--- src/rtl/mips_ctrl_pkg.sv ---
// Purpose : shared encodings for the multicycle MIPS control unit (states, opcodes,
//           mux select codes) plus the control-word struct and the DECODE dispatch.
// Latency : n/a (types, constants and one pure function).
// Backpressure: n/a.
package mips_ctrl_pkg;

  localparam int ST_W = 4;

  typedef enum logic [ST_W-1:0] {
    S_FETCH  = 4'd0,
    S_DECODE = 4'd1,
    S_MEMADR = 4'd2,
    S_MEMRD  = 4'd3,
    S_MEMWB  = 4'd4,
    S_MEMWR  = 4'd5,
    S_EXEC   = 4'd6,
    S_ALUWB  = 4'd7,
    S_BRANCH = 4'd8,
    S_JUMP   = 4'd9,
    S_ADDIEX = 4'd10,
    S_ADDIWB = 4'd11,
    S_TRAP   = 4'd12
  } state_t;

  // Opcodes, instr[31:26]
  localparam logic [5:0] OP_RTYPE = 6'b000000;
  localparam logic [5:0] OP_LW    = 6'b100011;
  localparam logic [5:0] OP_SW    = 6'b101011;
  localparam logic [5:0] OP_BEQ   = 6'b000100;
  localparam logic [5:0] OP_BNE   = 6'b000101;
  localparam logic [5:0] OP_J     = 6'b000010;
  localparam logic [5:0] OP_ADDI  = 6'b001000;

  // alu_op codes
  localparam logic [1:0] ALU_ADD   = 2'b00;
  localparam logic [1:0] ALU_SUB   = 2'b01;
  localparam logic [1:0] ALU_FUNCT = 2'b10;

  // alu_src_b codes
  localparam logic [1:0] SRCB_B       = 2'b00;
  localparam logic [1:0] SRCB_FOUR    = 2'b01;
  localparam logic [1:0] SRCB_IMM     = 2'b10;
  localparam logic [1:0] SRCB_IMM_SH2 = 2'b11;

  // pc_source codes
  localparam logic [1:0] PCSRC_ALU    = 2'b00;
  localparam logic [1:0] PCSRC_ALUOUT = 2'b01;
  localparam logic [1:0] PCSRC_JUMP   = 2'b10;

  typedef struct packed {
    logic       pc_write;
    logic       pc_write_cond;
    logic       iord;
    logic       mem_read;
    logic       mem_write;
    logic       ir_write;
    logic       mem_to_reg;
    logic       reg_dst;
    logic       reg_write;
    logic       alu_src_a;
    logic [1:0] alu_src_b;
    logic [1:0] alu_op;
    logic [1:0] pc_source;
    logic       illegal_op;
  } ctrl_t;

  // Successor of DECODE for a given opcode. bne_en selects whether bne is a
  // legal branch or falls through to TRAP like any unknown opcode.
  function automatic state_t dispatch(input logic [5:0] op, input logic bne_en);
    state_t nxt;
    case (op)
      OP_LW, OP_SW: nxt = S_MEMADR;
      OP_RTYPE:     nxt = S_EXEC;
      OP_BEQ:       nxt = S_BRANCH;
      OP_BNE:       nxt = bne_en ? S_BRANCH : S_TRAP;
      OP_J:         nxt = S_JUMP;
      OP_ADDI:      nxt = S_ADDIEX;
      default:      nxt = S_TRAP;
    endcase
    return nxt;
  endfunction

endpackage

--- src/rtl/mips_ctrl_decode.sv ---
// Purpose : combinational decode of the FSM state (plus mem_ready) into the control word.
// Latency : 0 cycles, pure combinational.
// Backpressure: mem_ready only gates ir_write/pc_write in FETCH; memory requests are
//               held by the state itself while waiting.
// Ports   : state (current FSM state), mem_ready (memory handshake), ctrl (control word).
module mips_ctrl_decode
  import mips_ctrl_pkg::*;
(
  input  state_t state,
  input  logic   mem_ready,
  output ctrl_t  ctrl
);

  always_comb begin
    ctrl = '0;
    case (state)
      S_FETCH: begin
        // PC+4 is computed during the fetch; IR and PC commit on the ready cycle
        ctrl.mem_read  = 1'b1;
        ctrl.alu_src_b = SRCB_FOUR;
        ctrl.ir_write  = mem_ready;
        ctrl.pc_write  = mem_ready;
      end
      S_DECODE: begin
        // Speculative branch target: PC + (imm << 2)
        ctrl.alu_src_b = SRCB_IMM_SH2;
      end
      S_MEMADR: begin
        ctrl.alu_src_a = 1'b1;
        ctrl.alu_src_b = SRCB_IMM;
      end
      S_MEMRD: begin
        ctrl.mem_read = 1'b1;
        ctrl.iord     = 1'b1;
      end
      S_MEMWB: begin
        ctrl.reg_write  = 1'b1;
        ctrl.mem_to_reg = 1'b1;
      end
      S_MEMWR: begin
        ctrl.mem_write = 1'b1;
        ctrl.iord      = 1'b1;
      end
      S_EXEC: begin
        ctrl.alu_src_a = 1'b1;
        ctrl.alu_src_b = SRCB_B;
        ctrl.alu_op    = ALU_FUNCT;
      end
      S_ALUWB: begin
        ctrl.reg_write = 1'b1;
        ctrl.reg_dst   = 1'b1;
      end
      S_BRANCH: begin
        ctrl.alu_src_a     = 1'b1;
        ctrl.alu_src_b     = SRCB_B;
        ctrl.alu_op        = ALU_SUB;
        ctrl.pc_source     = PCSRC_ALUOUT;
        ctrl.pc_write_cond = 1'b1;
      end
      S_JUMP: begin
        ctrl.pc_write  = 1'b1;
        ctrl.pc_source = PCSRC_JUMP;
      end
      S_ADDIEX: begin
        ctrl.alu_src_a = 1'b1;
        ctrl.alu_src_b = SRCB_IMM;
      end
      S_ADDIWB: begin
        ctrl.reg_write = 1'b1;
      end
      S_TRAP: begin
        ctrl.illegal_op = 1'b1;
      end
      default: ctrl = '0;
    endcase
  end

endmodule

--- src/rtl/mips_multicycle_control.sv ---
// Purpose : multicycle MIPS control FSM; sequences datapath enables and mux selects.
// Latency : zero-wait memory: lw 5, sw 4, R-type 4, addi 4, beq/bne 3, j 3 cycles.
// Backpressure: FETCH/MEMRD/MEMWR hold with the request asserted until mem_ready.
// Ports   : clk, rst_n (async active-low), opcode (IR[31:26]), mem_ready;
//           datapath enables/selects, branch_ne, illegal_op, state (debug).
// Option  : define CTRL_BNE_EN to decode bne (000101) as a branch with branch_ne=1.
module mips_multicycle_control
  import mips_ctrl_pkg::*;
#(
  parameter int STATE_W     = 4,
  parameter bit TRAP_STICKY = 1'b1
) (
  input  logic               clk,
  input  logic               rst_n,
  input  logic [5:0]         opcode,
  input  logic               mem_ready,
  output logic               pc_write,
  output logic               pc_write_cond,
  output logic               iord,
  output logic               mem_read,
  output logic               mem_write,
  output logic               ir_write,
  output logic               mem_to_reg,
  output logic               reg_dst,
  output logic               reg_write,
  output logic               alu_src_a,
  output logic [1:0]         alu_src_b,
  output logic [1:0]         alu_op,
  output logic [1:0]         pc_source,
  output logic               branch_ne,
  output logic               illegal_op,
  output logic [STATE_W-1:0] state
);

`ifdef CTRL_BNE_EN
  localparam logic BNE_EN = 1'b1;
`else
  localparam logic BNE_EN = 1'b0;
`endif

  state_t cur;
  ctrl_t  ctrl_raw;
  ctrl_t  ctrl_out;

  // opcode is stable from DECODE until the next FETCH completes, so MEMADR
  // may still look at it to split lw from sw.
  always_ff @(posedge clk or negedge rst_n) begin
    if (!rst_n) begin
      cur <= S_FETCH;
    end else begin
      case (cur)
        S_FETCH:  if (mem_ready) cur <= S_DECODE;
        S_DECODE: cur <= dispatch(opcode, BNE_EN);
        S_MEMADR: cur <= (opcode == OP_SW) ? S_MEMWR : S_MEMRD;
        S_MEMRD:  if (mem_ready) cur <= S_MEMWB;
        S_MEMWR:  if (mem_ready) cur <= S_FETCH;
        S_EXEC:   cur <= S_ALUWB;
        S_ADDIEX: cur <= S_ADDIWB;
        S_MEMWB, S_ALUWB, S_BRANCH, S_JUMP, S_ADDIWB: cur <= S_FETCH;
        S_TRAP:   if (!TRAP_STICKY) cur <= S_FETCH;
        default:  cur <= S_FETCH;
      endcase
    end
  end

  mips_ctrl_decode u_decode (
    .state     (cur),
    .mem_ready (mem_ready),
    .ctrl      (ctrl_raw)
  );

  // Gate with rst_n directly so an asynchronous reset mid-access drops every
  // request and enable in the same instant, not at the next edge.
  assign ctrl_out = rst_n ? ctrl_raw : '0;

  assign pc_write      = ctrl_out.pc_write;
  assign pc_write_cond = ctrl_out.pc_write_cond;
  assign iord          = ctrl_out.iord;
  assign mem_read      = ctrl_out.mem_read;
  assign mem_write     = ctrl_out.mem_write;
  assign ir_write      = ctrl_out.ir_write;
  assign mem_to_reg    = ctrl_out.mem_to_reg;
  assign reg_dst       = ctrl_out.reg_dst;
  assign reg_write     = ctrl_out.reg_write;
  assign alu_src_a     = ctrl_out.alu_src_a;
  assign alu_src_b     = ctrl_out.alu_src_b;
  assign alu_op        = ctrl_out.alu_op;
  assign pc_source     = ctrl_out.pc_source;
  assign illegal_op    = ctrl_out.illegal_op;
  assign state         = STATE_W'(cur);

`ifdef CTRL_BNE_EN
  // Remembers whether the branch in flight is bne; sampled once in DECODE.
  logic bne_flag;

  always_ff @(posedge clk or negedge rst_n) begin
    if (!rst_n) begin
      bne_flag <= 1'b0;
    end else if (cur == S_DECODE) begin
      bne_flag <= (opcode == OP_BNE);
    end
  end

  assign branch_ne = rst_n & (cur == S_BRANCH) & bne_flag;
`else
  assign branch_ne = 1'b0;
`endif

endmodule
--- config.mk ---
export PLATFORM = sky130hd
export DESIGN_NAME = mips_multicycle_control
export DESIGN_NICKNAME = d
export VERILOG_FILES = /design/src/rtl/mips_ctrl_pkg.sv /design/src/rtl/mips_ctrl_decode.sv /design/src/rtl/mips_multicycle_control.sv
export SDC_FILE = /design/constraint.sdc
export NUM_CORES = 1
export LEC_CHECK = 0
export CORE_UTILIZATION = 35
export DETAILED_ROUTE_END_ITERATION = 10
export PLACE_DENSITY_LB_ADDON = 0.08
export SLEW_MARGIN = 0
export SYNTH_ARGS = -nofsm -noshare
export SYNTH_HDL_FRONTEND = slang
export SYNTH_SLANG_ARGS = --single-unit
--- constraint.sdc ---
create_clock -name clk -period 3.3 [get_ports clk]
set_input_delay 0.495 -clock clk [delete_from_list [all_inputs] [get_ports clk]]
set_output_delay 0.495 -clock clk [all_outputs]
set_load 0.01 [all_outputs]
==> flow_summary.toml <==
[run_status]
status = "completed"

[sta]
fmax_ghz = 0.371
min_period_ns = 2.69
tightest_slew_ns = 0.574
maxSlewHeadroom_pct = 61.7
hold_viol = 0
period_share_pct = 81.6
rsz0062_at_grt = "no"
tns_ns = 0
finClkSkew_ns = 0.00693
finalSetupViolations = 0
drv_slew = 0

[setup_path]
slowest_stage = "clkdlybuf4s50_1"
ff2ff_path_depth = 4
worst_setup_path_start_kind = "input pin"
r2r_slack_ns = 1.70
worst_path_most_repeated_cell = "clkdlybuf4s50_1"
path_cells = "clkdlybuf4s50_1 > inv_1 > or3_1 > nor2_1 > or2_2 > clkdlybuf4s50_1"
worst-path-max-fanout = 5
crit_required_ns = 2.80
crit_path_end_kind = "output pin"
r2r_end = "state[2]"
path_class = "in2out"
max_stage_delay_ns = 0.52
cp_data_arrival_time_ns = 2.20
reg2reg_from = "state[0]"

[clocking]
hold_buffers = 0
post_cts_buffers = 0
cts_tree = "built"
cts.sinks = 4
clockBufferDepth = 2
cts_resized = 0
numCtsBuffers = 3
cts-htree-levels = 1
worstSkewPairLatency_ns = 0.24
cts_root_buf = "clkbuf_4"
clk_pin_slew_ns = 0.04

[global_routing]
grt-ovfl-total = 0
use_met2_pct = 26.7
grt_start_max_net_pins = 19
gr-usage-met1_pct = 25.6
grt_pass1_wl_mm = 2.59
busiest_layer = "met2"
grt_util_all_layers_pct = 18.0
antenna_found_initial = 0
first_global_vias = 581
use_met3_pct = 3.83

[yosys]
synth_edf_count = 0
ys_warn_count = 0
syn_area_per_cell_sq_um = 6.93
synthDistinctLibCells = 39
synthCells = 84
ys.flop_type = "dfrtp_1"
synth_nets = 93
async_flop_share_pct = 100
netlist_area_sq_um = 582
yosysSeqAreaShare_pct = 17.2
synth-seq-cells = 4

[floorplan]
coreArea_sq_um = 1520
die-area_sq_um = 1830
floorplan.rows = 14
start_util_pct = 38.2
die_h_um = 42.8
io_pins = 31
die_w_um = 42.8

[place]
dp.cells = 122
dp_hpwl_mm = 1.12
port_buffers = 29
gp_congestion = 0.813
placedInstanceArea_sq_um = 860

[drt]
wl_mm = 1.49
route.antenna.remaining_nets = 0
drc = 0
drt_iter0_drc = 14
wl_per_cell_um = 11.9
vias = 683
viasPerCell = 5.46
drt_pass1_iterations = 4

[pwr]
seq_power_share_pct = 26.4
switchingPower_uw = 217
power_leakage_uw = 0.000335
internal_power_uw = 275
combPwrFrac_pct = 61.3
cellPowerDensity_nw_per_um2 = 558
switching_share_pct = 44.2
vdd_drop_max_mv = 0.365
p_clk_share_pct = 12.3

[worst_hold_path]
min_path_type = "in2async"

[layout]
instances_no_fill = 125
syn_to_final_growth_pct = 51.6
drive_gt1_share_pct = 8.26
nets = 120
largest_register_ffs = 4
n_antenna_cell = 0
fin_area_sq_um = 882

[run]
cap_violations = 0
kinds of logic (layout without fill, tap and decap cells):
logic type | count (synthesis) | count (layout) | share of synthesized area, %
AND/OR/NAND/NOR | 42 | 42 | 38.1
buffers and inverters | 11 | 36 | 8.82
AO/OA/AOI/OAI | 22 | 22 | 28.8
XOR/XNOR | 2 | 2 | 3.01
multiplexers | 2 | 2 | 3.44
other | 1 | 1 | 0.645
flip-flops | 4 | 4 | 17.2
power groups by stage:
stage          combinational (uW)  clock, uW  sequential [uW]
5_1_grt                       333       66.6              137
3_3_place_gp                  302          0              129
4_1_cts                       305       61.5              129
2_1_floorplan                 222          0             82.9
3_5_place_dp                  304          0              129
6_report                      302       60.3              130
worst max-delay path: cells and delay by family:
| family | cells | cell delay (ns) |
|---|---|---|
| buffers and inverters | 3 | 1.08 |
| and+or+nand+nor | 3 | 0.62 |
area by class of cell:
type,instances,area (sq um)
sequential,4,100
clock buffer,3,22.5
fill,144,642
tap,16,20.0
multi-input combinational,69,430
timing repair buffer,30,298
inverter,3,11.3
synth_stat cells, types with 2 or more instances:
| master | count | share of area [%] |
|---|---|---|
| a21oi_1 | 2 | 1.7 |
| nor3_1 | 6 | 5.2 |
| o22ai_1 | 2 | 2.2 |
| o21a_1 | 2 | 2.6 |
| clkbuf_1 | 3 | 1.9 |
| xnor2_1 | 2 | 3.0 |
| buf_4 | 2 | 2.6 |
| nand2_1 | 6 | 3.9 |
| mux2i_1 | 2 | 3.4 |
| nor2_1 | 13 | 8.4 |
| dfrtp_1 | 4 | 17 |
| nand2b_1 | 6 | 6.5 |
| or2_2 | 2 | 2.2 |
| buf_2 | 2 | 1.7 |
| inv_1 | 3 | 1.9 |
| o21ai_0 | 4 | 3.4 |
per-stage QoR:
step / setup slack [ns] / hold WS, ns / util [%] / power (uW)
after floorplan: 1.43 / 0.199 / - / 305
after global placement: 0.626 / 0.746 / 56.4 / 431
after detailed placement: 0.603 / 0.744 / 56.4 / 433
after CTS: 0.598 / 0.561 / 57.9 / 495
after global routing: 0.514 / 0.560 / 57.9 / 536
final: 0.608 / 0.563 / 57.9 / 492
layer usage:
metal	share of wire, %	wire length [um]
met1	49	733
met2	45	663
met3	5.7	85
met4	0.47	7
met5	0	0
cell usage in the layout, fill, tap and decap left out, drive strengths merged, types with 2 or more instances in the layout:
| master | synthesis | final |
|---|---|---|
| nand2 | 6 | 6 |
| nor3 | 6 | 6 |
| dfrtp | 4 | 4 |
| mux2i | 2 | 2 |
| a21oi | 2 | 2 |
| o21a | 2 | 2 |
| inv | 3 | 3 |
| o21ai | 5 | 5 |
| nand2b | 6 | 6 |
| clkdlybuf4s50 | 0 | 29 |
| clkbuf | 3 | 3 |
| o22ai | 2 | 2 |
| or2 | 2 | 2 |
| xnor2 | 2 | 2 |
| nor2 | 13 | 13 |
how the worst max path moves through the flow:
stage | startpoint | end | slack, ns
after floorplan | state[2] | iord | 1.43
after global placement | rst_n | pc_write | 0.63
after detailed placement | rst_n | pc_write | 0.60
after CTS | rst_n | pc_write | 0.60
after global routing | state[2] | mem_to_reg | 0.51
final | rst_n | pc_write | 0.61
Note: power is estimated with default switching activity, not from simulation.
